[config.mk]
export PLATFORM = sky130hd
export DESIGN_NAME = multicycle_control_flat
export DESIGN_NICKNAME = d
export VERILOG_FILES = /design/src/rtl/multicycle_control_if.sv /design/src/rtl/multicycle_control.sv /design/src/flat_wrapper.sv
export SDC_FILE = /design/constraint.sdc
export NUM_CORES = 1
export LEC_CHECK = 0
export ABC_AREA = 1
export CAP_MARGIN = 30
export CORE_ASPECT_RATIO = 2
export CORE_MARGIN = 1.5
export CORE_UTILIZATION = 47
export DETAILED_ROUTE_END_ITERATION = 16
export GPL_TIMING_DRIVEN = 0
export PLACE_DENSITY = 0.77
export SKIP_LAST_GASP = 1
export SLEW_MARGIN = 20
export SYNTH_ARGS = -nofsm -noshare
export SYNTH_HDL_FRONTEND = slang
export SYNTH_SLANG_ARGS = --single-unit
[constraint.sdc]
create_clock -name clk -period 1.5 [get_ports clk]
set_input_delay 0.15 -clock clk [delete_from_list [all_inputs] [get_ports clk]]
set_output_delay 0.15 -clock clk [all_outputs]
set_load 0.1 [all_outputs]
[src/rtl/multicycle_control_if.sv]
// Control-to-datapath bundle for the multi-cycle CPU.
// master = control FSM, slave = datapath side.
interface multicycle_control_if #(
  parameter int CNT_W = 32
);
  logic [5:0]       opcode;
  logic [5:0]       funct;
  logic             zero;
  logic             mem_ready;
  logic             ir_we;
  logic             pc_we;
  logic             jump;
  logic             beq;
  logic             bne;
  logic             regorimm;
  logic             link;
  logic             reg_we;
  logic             regdst;
  logic             alusrc;
  logic [2:0]       aluop;
  logic             mem_re;
  logic             mem_we;
  logic             memtoreg;
  logic             illegal;
  logic [CNT_W-1:0] instret;

  modport master (
    input  opcode, funct, zero, mem_ready,
    output ir_we, pc_we, jump, beq, bne,
    output regorimm, link, reg_we, regdst,
    output alusrc, aluop, mem_re, mem_we,
    output memtoreg, illegal, instret
  );

  modport slave (
    output opcode, funct, zero, mem_ready,
    input  ir_we, pc_we, jump, beq, bne,
    input  regorimm, link, reg_we, regdst,
    input  alusrc, aluop, mem_re, mem_we,
    input  memtoreg, illegal, instret
  );
endinterface

[src/rtl/multicycle_control.sv]
// Main control FSM of the multi-cycle CPU.
// Sequences PC unit, regfile, ALU and memory; counts retirements.
module multicycle_control #(
  parameter int CNT_W = 32
) (
  input logic                 clk,
  input logic                 reset,
  multicycle_control_if.master bus
);

  typedef enum logic [2:0] {
    FETCH  = 3'd0,
    DECODE = 3'd1,
    EXEC   = 3'd2,
    MEM    = 3'd3,
    WB     = 3'd4
  } state_t;

  typedef enum logic [3:0] {
    C_NONE, C_ADD, C_SUB, C_SLT, C_JR,
    C_LW, C_SW, C_ADDI, C_XORI,
    C_BEQ, C_BNE, C_J, C_JAL, C_ILL
  } cls_t;

  state_t           state;
  state_t           state_nx;
  cls_t             cls;
  cls_t             dec;
  logic [CNT_W-1:0] cnt;
  logic             retire;
  logic             is_r;
  logic [2:0]       alu_op;
  logic             alu_src;

  logic ir_we, pc_we, jump, beq, bne;
  logic regorimm, link, reg_we, regdst;
  logic alusrc, mem_re, mem_we;
  logic memtoreg, illegal;
  logic [2:0] aluop;

  assign is_r = (bus.opcode == 6'b000000);

  // Classify the instruction presented during DECODE.
  always_comb begin
    dec = C_ILL;
    unique case (1'b1)
      is_r && bus.funct == 6'b100000: dec = C_ADD;
      is_r && bus.funct == 6'b100010: dec = C_SUB;
      is_r && bus.funct == 6'b101010: dec = C_SLT;
      is_r && bus.funct == 6'b001000: dec = C_JR;
      bus.opcode == 6'b100011:        dec = C_LW;
      bus.opcode == 6'b101011:        dec = C_SW;
      bus.opcode == 6'b001000:        dec = C_ADDI;
      bus.opcode == 6'b001110:        dec = C_XORI;
      bus.opcode == 6'b000100:        dec = C_BEQ;
      bus.opcode == 6'b000101:        dec = C_BNE;
      bus.opcode == 6'b000010:        dec = C_J;
      bus.opcode == 6'b000011:        dec = C_JAL;
      default:                        dec = C_ILL;
    endcase
  end

  // ALU control implied by the latched class.
  always_comb begin
    alu_op  = 3'b000;
    alu_src = 1'b0;
    unique case (cls)
      C_SUB, C_BEQ, C_BNE: alu_op = 3'b001;
      C_SLT:               alu_op = 3'b010;
      C_XORI: begin
        alu_op  = 3'b011;
        alu_src = 1'b1;
      end
      C_ADDI, C_LW, C_SW:  alu_src = 1'b1;
      default: ;
    endcase
  end

  // State, latched class and retirement counter.
  always_ff @(posedge clk) begin
    if (!reset) begin
      state <= FETCH;
      cls   <= C_NONE;
      cnt   <= '0;
    end else begin
      state <= state_nx;
      if (state == DECODE) cls <= dec;
      if (retire) cnt <= cnt + 1'b1;
    end
  end

  // Next state and per-state control outputs.
  always_comb begin
    state_nx = state;
    retire   = 1'b0;
    ir_we    = 1'b0;
    pc_we    = 1'b0;
    jump     = 1'b0;
    beq      = 1'b0;
    bne      = 1'b0;
    regorimm = 1'b0;
    link     = 1'b0;
    reg_we   = 1'b0;
    regdst   = 1'b0;
    alusrc   = 1'b0;
    aluop    = 3'b000;
    mem_re   = 1'b0;
    mem_we   = 1'b0;
    memtoreg = 1'b0;
    illegal  = 1'b0;
    unique case (state)
      FETCH: begin
        ir_we    = 1'b1;
        state_nx = DECODE;
      end
      DECODE: begin
        unique case (dec)
          C_ILL: begin
            illegal  = 1'b1;
            pc_we    = 1'b1;
            state_nx = FETCH;
          end
          C_J, C_JAL, C_JR: begin
            pc_we    = 1'b1;
            jump     = 1'b1;
            regorimm = (dec == C_JR);
            link     = (dec == C_JAL);
            reg_we   = (dec == C_JAL);
            retire   = 1'b1;
            state_nx = FETCH;
          end
          default: state_nx = EXEC;
        endcase
      end
      EXEC: begin
        aluop  = alu_op;
        alusrc = alu_src;
        unique case (cls)
          C_BEQ, C_BNE: begin
            pc_we    = 1'b1;
            beq      = (cls == C_BEQ) && bus.zero;
            bne      = (cls == C_BNE) && !bus.zero;
            retire   = 1'b1;
            state_nx = FETCH;
          end
          C_LW, C_SW: state_nx = MEM;
          default:    state_nx = WB;
        endcase
      end
      MEM: begin
        aluop  = alu_op;
        alusrc = alu_src;
        mem_re = (cls == C_LW);
        mem_we = (cls == C_SW);
        if (bus.mem_ready) begin
          if (cls == C_LW) begin
            state_nx = WB;
          end else begin
            pc_we    = 1'b1;
            retire   = 1'b1;
            state_nx = FETCH;
          end
        end
      end
      WB: begin
        aluop    = alu_op;
        alusrc   = alu_src;
        reg_we   = 1'b1;
        pc_we    = 1'b1;
        regdst   = (cls == C_ADD) || (cls == C_SUB) || (cls == C_SLT);
        memtoreg = (cls == C_LW);
        retire   = 1'b1;
        state_nx = FETCH;
      end
      default: state_nx = FETCH;
    endcase
  end

  // Reset forces every output quiet, aborting any in-flight commit.
  assign bus.ir_we    = reset & ir_we;
  assign bus.pc_we    = reset & pc_we;
  assign bus.jump     = reset & jump;
  assign bus.beq      = reset & beq;
  assign bus.bne      = reset & bne;
  assign bus.regorimm = reset & regorimm;
  assign bus.link     = reset & link;
  assign bus.reg_we   = reset & reg_we;
  assign bus.regdst   = reset & regdst;
  assign bus.alusrc   = reset & alusrc;
  assign bus.aluop    = reset ? aluop : 3'b000;
  assign bus.mem_re   = reset & mem_re;
  assign bus.mem_we   = reset & mem_we;
  assign bus.memtoreg = reset & memtoreg;
  assign bus.illegal  = reset & illegal;
  assign bus.instret  = reset ? cnt : '0;

endmodule

[src/flat_wrapper.sv]
// flat-port wrapper written by rule: the top's interface ports become plain ports
module multicycle_control_flat 
#(
  parameter int CNT_W = 32
)
  (clk, reset, bus_opcode, bus_funct, bus_zero, bus_mem_ready, bus_ir_we, bus_pc_we, bus_jump, bus_beq, bus_bne, bus_regorimm, bus_link, bus_reg_we, bus_regdst, bus_alusrc, bus_aluop, bus_mem_re, bus_mem_we, bus_memtoreg, bus_illegal, bus_instret);
  multicycle_control_if #(.CNT_W(CNT_W)) bus_i ();
  input logic clk;
  input logic reset;
  input wire logic [$bits(bus_i.opcode)-1:0] bus_opcode;
  input wire logic [$bits(bus_i.funct)-1:0] bus_funct;
  input wire logic [$bits(bus_i.zero)-1:0] bus_zero;
  input wire logic [$bits(bus_i.mem_ready)-1:0] bus_mem_ready;
  output wire logic [$bits(bus_i.ir_we)-1:0] bus_ir_we;
  output wire logic [$bits(bus_i.pc_we)-1:0] bus_pc_we;
  output wire logic [$bits(bus_i.jump)-1:0] bus_jump;
  output wire logic [$bits(bus_i.beq)-1:0] bus_beq;
  output wire logic [$bits(bus_i.bne)-1:0] bus_bne;
  output wire logic [$bits(bus_i.regorimm)-1:0] bus_regorimm;
  output wire logic [$bits(bus_i.link)-1:0] bus_link;
  output wire logic [$bits(bus_i.reg_we)-1:0] bus_reg_we;
  output wire logic [$bits(bus_i.regdst)-1:0] bus_regdst;
  output wire logic [$bits(bus_i.alusrc)-1:0] bus_alusrc;
  output wire logic [$bits(bus_i.aluop)-1:0] bus_aluop;
  output wire logic [$bits(bus_i.mem_re)-1:0] bus_mem_re;
  output wire logic [$bits(bus_i.mem_we)-1:0] bus_mem_we;
  output wire logic [$bits(bus_i.memtoreg)-1:0] bus_memtoreg;
  output wire logic [$bits(bus_i.illegal)-1:0] bus_illegal;
  output wire logic [$bits(bus_i.instret)-1:0] bus_instret;
  assign bus_i.opcode = bus_opcode;
  assign bus_i.funct = bus_funct;
  assign bus_i.zero = bus_zero;
  assign bus_i.mem_ready = bus_mem_ready;
  assign bus_ir_we = bus_i.ir_we;
  assign bus_pc_we = bus_i.pc_we;
  assign bus_jump = bus_i.jump;
  assign bus_beq = bus_i.beq;
  assign bus_bne = bus_i.bne;
  assign bus_regorimm = bus_i.regorimm;
  assign bus_link = bus_i.link;
  assign bus_reg_we = bus_i.reg_we;
  assign bus_regdst = bus_i.regdst;
  assign bus_alusrc = bus_i.alusrc;
  assign bus_aluop = bus_i.aluop;
  assign bus_mem_re = bus_i.mem_re;
  assign bus_mem_we = bus_i.mem_we;
  assign bus_memtoreg = bus_i.memtoreg;
  assign bus_illegal = bus_i.illegal;
  assign bus_instret = bus_i.instret;
  multicycle_control #(.CNT_W(CNT_W)) u_core (.clk(clk), .reset(reset), .bus(bus_i));
endmodule
# Word level (Yosys, flattened, before mapping)
# Cells that the tools add are included.
totals:
  word_cells: 102
  register_bits: 39
op_classes:
  mux: 36
  eq_ne: 30
  n_addsub: 1
  bitwise: 14
  reduce_logical: 18
ops:
  columns: ["operator", "count"]
  rows:
  - ["$pmux 4 s12", 1]
  - ["$add 32x1->32 const B", 1]
  - ["$mux 32", 1]
  - ["$eq 6x6->1 const B", 5]
  - ["$eq 4x4->1 const B", 6]
  - ["$mux 1", 23]
  - ["$eq 6x4->1 const B", 3]
  - ["$eq 4x3->1 const B", 4]
  - ["$and 1x1->1", 14]
  - ["$eq 6x2->1 const B", 2]
  - ["$eq 6x3->1 const B", 2]
  - ["$pmux 3 s4", 1]
  - ["$reduce_or 3->1", 3]
  - ["$eq 4x2->1 const B", 2]
  - ["$pmux 1 s4", 2]
  - ["$reduce_or 4->1", 2]
  - ["$eq 3x2->1 const B", 2]
  - ["$logic_and 1x1->1", 6]
  - ["$logic_not 6->1", 1]
  - ["$mux 2", 3]
  - ["$mux 3", 2]
  - ["$pmux 2 s3", 1]
  - ["$pmux 3 s2", 1]
  - ["$eq 4x1->1 const B", 1]
  - ["other kinds (8)", 10]

# Longest topological paths before layout
# Gate-level depths: netlist of run 1.
depth:
  depth_word: 8
  ltp_mapped: 11

# Worst setup path before layout of run 1
# OpenSTA, ideal clock, no wires.
synth_timing:
  kind: "reg2out"
  startpoint: "register u_core.state[1]"
  endpoint: "output bus_regdst"
  n_path_buf: 0
  path_slack_ps: -2265
  t_arrival_ps: 3615
  stages_incl_launch_ff: 6
  path_cell_list: "dfxtp_1 inv_1 nand2_1 nor2_1 nand2_1 nor4_1"
synth_via:
  elab_chain_cells: 3
synth_lines:
  columns: ["item", "line_no", "text"]
  rows:
  - ["from (decl)", "multicycle_control.sv:25", "state_t state;"]
  - ["from (signal assigned)", "multicycle_control.sv:86", "state <= state_nx;"]
  - ["$eq 3x3->1", "multicycle_control.sv:111", "unique case (state)"]
  - ["$mux 1", "multicycle_control.sv:111", null]
  - ["$and 1x1->1", "multicycle_control.sv:188", "assign bus.regdst = reset & regdst;"]
  - ["to (decl)", "flat_wrapper.sv:22", "output wire logic [$bits(bus_i.regdst)-1:0] bus_regdst;"]
# No other way between the ends.

# Final worst setup path of run 1
layout_timing:
  startpoint: "register u_core.cls[1]"
  endpoint: "output bus_aluop[1]"
layout_via:
  elab_chain_cells: 5
layout_lines:
  columns: ["item", "line_no", "text"]
  rows:
  - ["from (decl)", "multicycle_control.sv:27", "cls_t cls;"]
  - ["from (signal assigned)", "multicycle_control.sv:83", "cls <= C_NONE;"]
  - ["from (signal assigned)", "multicycle_control.sv:87", "if (state == DECODE) cls <= dec;"]
  - ["$eq 4x2->1 or $eq 4x4->1 (tied branches)", "multicycle_control.sv:67", "unique case (cls)"]
  - ["$reduce_or 3->1", "multicycle_control.sv:67", null]
  - ["$pmux 2 s3 *", "multicycle_control.sv:67", null]
  - ["$mux 2 *", "multicycle_control.sv:111", null]
  - ["$mux 2 *", "multicycle_control.sv:190", "assign bus.aluop = reset ? aluop : 3'b000;"]
  - ["to (decl)", "flat_wrapper.sv:24", "output wire logic [$bits(bus_i.aluop)-1:0] bus_aluop;"]
# Every way passes the cells marked *; elsewhere a longest branch is shown, timed or not.

==> run summary, run 1 <==
Clock skew - 0.01197 ns
CP delay by family, top - flip-flops
I/O pin total - 65
Synth Area per Inst - 5.626 um^2
Max Cap Viol - 0
Worst Hold Launch - reset
Crit. End Element - output pin
Initial Util - 0.4917
Gr usage total - 0.4074
Mapped Cells - 556
Die height - 118.4 um
Routed Antenna Nets - 0
Critical path class - flop to output pin
CTS Buf Count - 5
Ant diodes - 0
Most frequent cell after synthesis - nand2_1
Synth Cell Area - 3128 um^2
R2r setup slk - -0.35 ns
CP Depth - 6
# rows - 41
Final Critical Period - 1.973 ns
Sequential cell area - 824.5 um^2
Cells after DPL - 704
Pwr dens - 548.7 nW/um^2
Initial antenna violation count - 0
Root Buffer - clkbuf_16
P&R area growth vs syn - 73.12%
WP data required - 1.35 ns
Layout cells sized above 1 - 0.4689
Synth cell types - 30
Detailed Place HPWL - 8.195 mm
Starting DRT DRC Count - 502
RSZ-0062 raised after global routing - true
EDFF count, synth - 0
Final WS setup - -0.4729 ns
Largest net degree at the start of global routing - 14
Failing checks - negative setup slack
DR pass1 iterations - 7
Wire per inst - 21.15 um
FF-to-FF End - u_core.cnt[31]$_SDFFE_PN0P_
Min-Delay Path Depth - 3
Worst slew pin tran - 0.8235 ns
Worst R2R Start - u_core.cnt[18]$_SDFFE_PN0P_
Static Leak - 2.615 nW
Hold Crit Class - primary input to flop
Fin nets - 692
Cells on worst reg2reg path - 9
I/O Buffers - 62
Dominant synthesized flop cell - dfxtp_1
Crit path buf inv count - 3
Worst skew pair latency - 0.29 ns
Die W - 60.69 um
Crit path cell chain - buf_4 > nand2_1 > o31ai_2 > nand2_1 > clkinvlp_4 > buf_6
Post-Route WL - 16.11 mm
Residual DRC - 0
Final setup violation count - 51
Worst VDD drop - 576.3 uV
Async S/R FF share, synth - 0
Worst path max stage delay - 0.45 ns
Area of the multi-input gates - 2789 um^2
Top cells by area, synth - dfxtp_1 25%, nand2_1 22%, inv_1 9.4%
Largest area contributor in the synthesized netlist - dfxtp_1
Outcome - complete, but fails checks
Slew headroom - 0.4510
Fill count - 412
Post-Layout Cell Count - 762
Max Buffers Root-to-Sink - 2
TritonCTS clock tree - yes
Worst Hold End - u_core.cls[1]$_SDFFE_PN0N_
Remaining Overflow, GRT - 0
#FFs+latches synth - 39
Sequential fraction of the synthesis area - 0.2496
Worst path slowest cell - dfxtp_4
Layout Utilization - 0.8513
Mapped Nets - 573
Slew Viols, Final - 0
Yosys top cell area share - 0.2496
Crit path launch type - flop
Final cycle utilization of the critical path - 1.315
Maximum fanout along the worst path - 5
Via count - 4,564
Avg Vias per Cell - 5.990
CTS Sinks - 39
Core ar. - 6361 um^2
WP data arrival - 1.82 ns
F_max - 0.5069 GHz
Most used cell, CP - nand2_1
Yosys warns - 0
Reg clk slew, reported paths - 0.06 ns
Post-synth top cells - 181 x nand2_1, 78 x inv_1, 78 x nor2_1
Number of global-route vias before repair - 4,394
H-tree depth - 2
GPL Wtd Cong - 1.053
Final Hold Fails - 0
Hold-fix buffers, CTS - 0
First-pass GRT wire length - 21.92 mm
Die area - 7183 um^2
==> power by group <==
group | internal, mW | switching, mW
combinational | 0.218 | 0.398
clock | 0.786 | 0.481
sequential | 1.05 | 0.0418
==> worst reg2reg max path: cells and delay by family, from the launching register on <==
kind / cells / cell delay (ns)
AOI/OAI and AO/OA: 1 / 0.06
and+or+nand+nor: 8 / 1.19
DFF: 1 / 0.47
==> layer usage <==
| metal | global-route usage | up-vias | share of wire | wire [um] |
|---|---|---|---|---|
| li1 | - | 1968 | - | - |
| met1 | 0.3841 | 2115 | 0.30 | 4891 |
| met2 | 0.7151 | 334 | 0.52 | 8336 |
| met3 | 0.08972 | 147 | 0.068 | 1100 |
| met4 | 0.2921 | 0 | 0.11 | 1785 |
| met5 | 0 | - | 0 | 0 |
==> kinds of logic (layout without fill, tap and decap cells) <==
logic type / count (synthesis) / in the layout / share of synthesized area
compound gates: 50 / 50 / 0.08160
xor+xnor: 22 / 22 / 0.06160
fa+ha+maj: 1 / 1 / 0.003999
buf+inv: 99 / 219 / 0.1360
flops: 39 / 39 / 0.2496
other cells: 1 / 1 / 0.001199
simple gates: 344 / 344 / 0.4660
==> area by class of cell <==
| type | instances | share of cell area |
|---|---|---|
| tap | 86 | 0.01987 |
| sequential | 39 | 0.1523 |
| clock inverter | 3 | 0.008087 |
| clock buffer | 5 | 0.02311 |
| buffer | 18 | 0.02796 |
| multi-input combinational | 418 | 0.5150 |
| timing repair buffer | 112 | 0.1925 |
| inverter | 81 | 0.06123 |
==> worst max-delay path by stage <==
stage / slack (ns) / end / start
after floorplan: -0.46 / bus_regdst / u_core.state[0]$_SDFFE_PN0P_
after global placement: -1.64 / bus_pc_we / bus_opcode[2]
after detailed placement: -1.68 / bus_pc_we / bus_opcode[2]
after CTS: -0.27 / bus_pc_we / u_core.cls[1]$_SDFFE_PN0N_
after global routing: -0.61 / bus_aluop[1] / u_core.cls[1]$_SDFFE_PN0N_
final: -0.47 / bus_aluop[1] / u_core.cls[1]$_SDFFE_PN0N_
==> metrics by stage <==
stage | setup slack (ns) | hold WS, ns | TNS [ns] | power [mW] | instance area [um^2]
2_1_floorplan | -0.4554 | 0.3649 | -4.726 | 1.362 | 3319
3_3_place_gp | -1.638 | 0.4955 | -56.57 | 1.464 | 4048
3_5_place_dp | -1.679 | 0.5187 | -57.60 | 1.470 | 4048
4_1_cts | -0.2744 | 0.2182 | -7.484 | 2.814 | 5032
5_1_grt | -0.6112 | 0.2944 | -14.59 | 3.023 | 5415
6_report | -0.4729 | 0.2483 | -12.80 | 2.971 | 5415
==> what timing repair did <==
| action | in CTS | in global routing |
|---|---|---|
| buffers inserted | 37 | 12 |
| hold endpoints to repair | 0 | 0 |
| setup endpoints to repair | 84 | 81 |
| gates resized for setup | 449 | 121 |
| cloned | 5 | 0 |
| pin swaps | 47 | 39 |
==> registers in the layout (all words and copies together) (netlist names) <==
register      count
u_core.state      3
u_core.cls        4
u_core.cnt       32
==> layout by cell type, fill, tap and decap left out, types with 9 or more instances in the layout <==
master	count
a21oi_1	15
a21oi_2	22
buf_12	14
buf_2	30
buf_4	38
buf_6	20
clkbuf_2	10
dfxtp_1	20
dfxtp_2	11
inv_1	66
nand2_1	136
nand2_2	26
nand2_4	21
nand3_1	24
nand3_2	17
nand4_1	9
nor2_1	46
nor2_2	12
nor2_4	24
Note: power is estimated with default switching activity, not from simulation.
==> run 2: changes to the inputs <==
--- a/config.mk
+++ b/config.mk
@@ -14,7 +14,6 @@
 export GPL_TIMING_DRIVEN = 0
 export PLACE_DENSITY = 0.77
 export SKIP_LAST_GASP = 1
-export SLEW_MARGIN = 20
 export SYNTH_ARGS = -nofsm -noshare
 export SYNTH_HDL_FRONTEND = slang
 export SYNTH_SLANG_ARGS = --single-unit
==> results of run 2 <==
Final layout, timing and power as in run 1 (identical DEF).
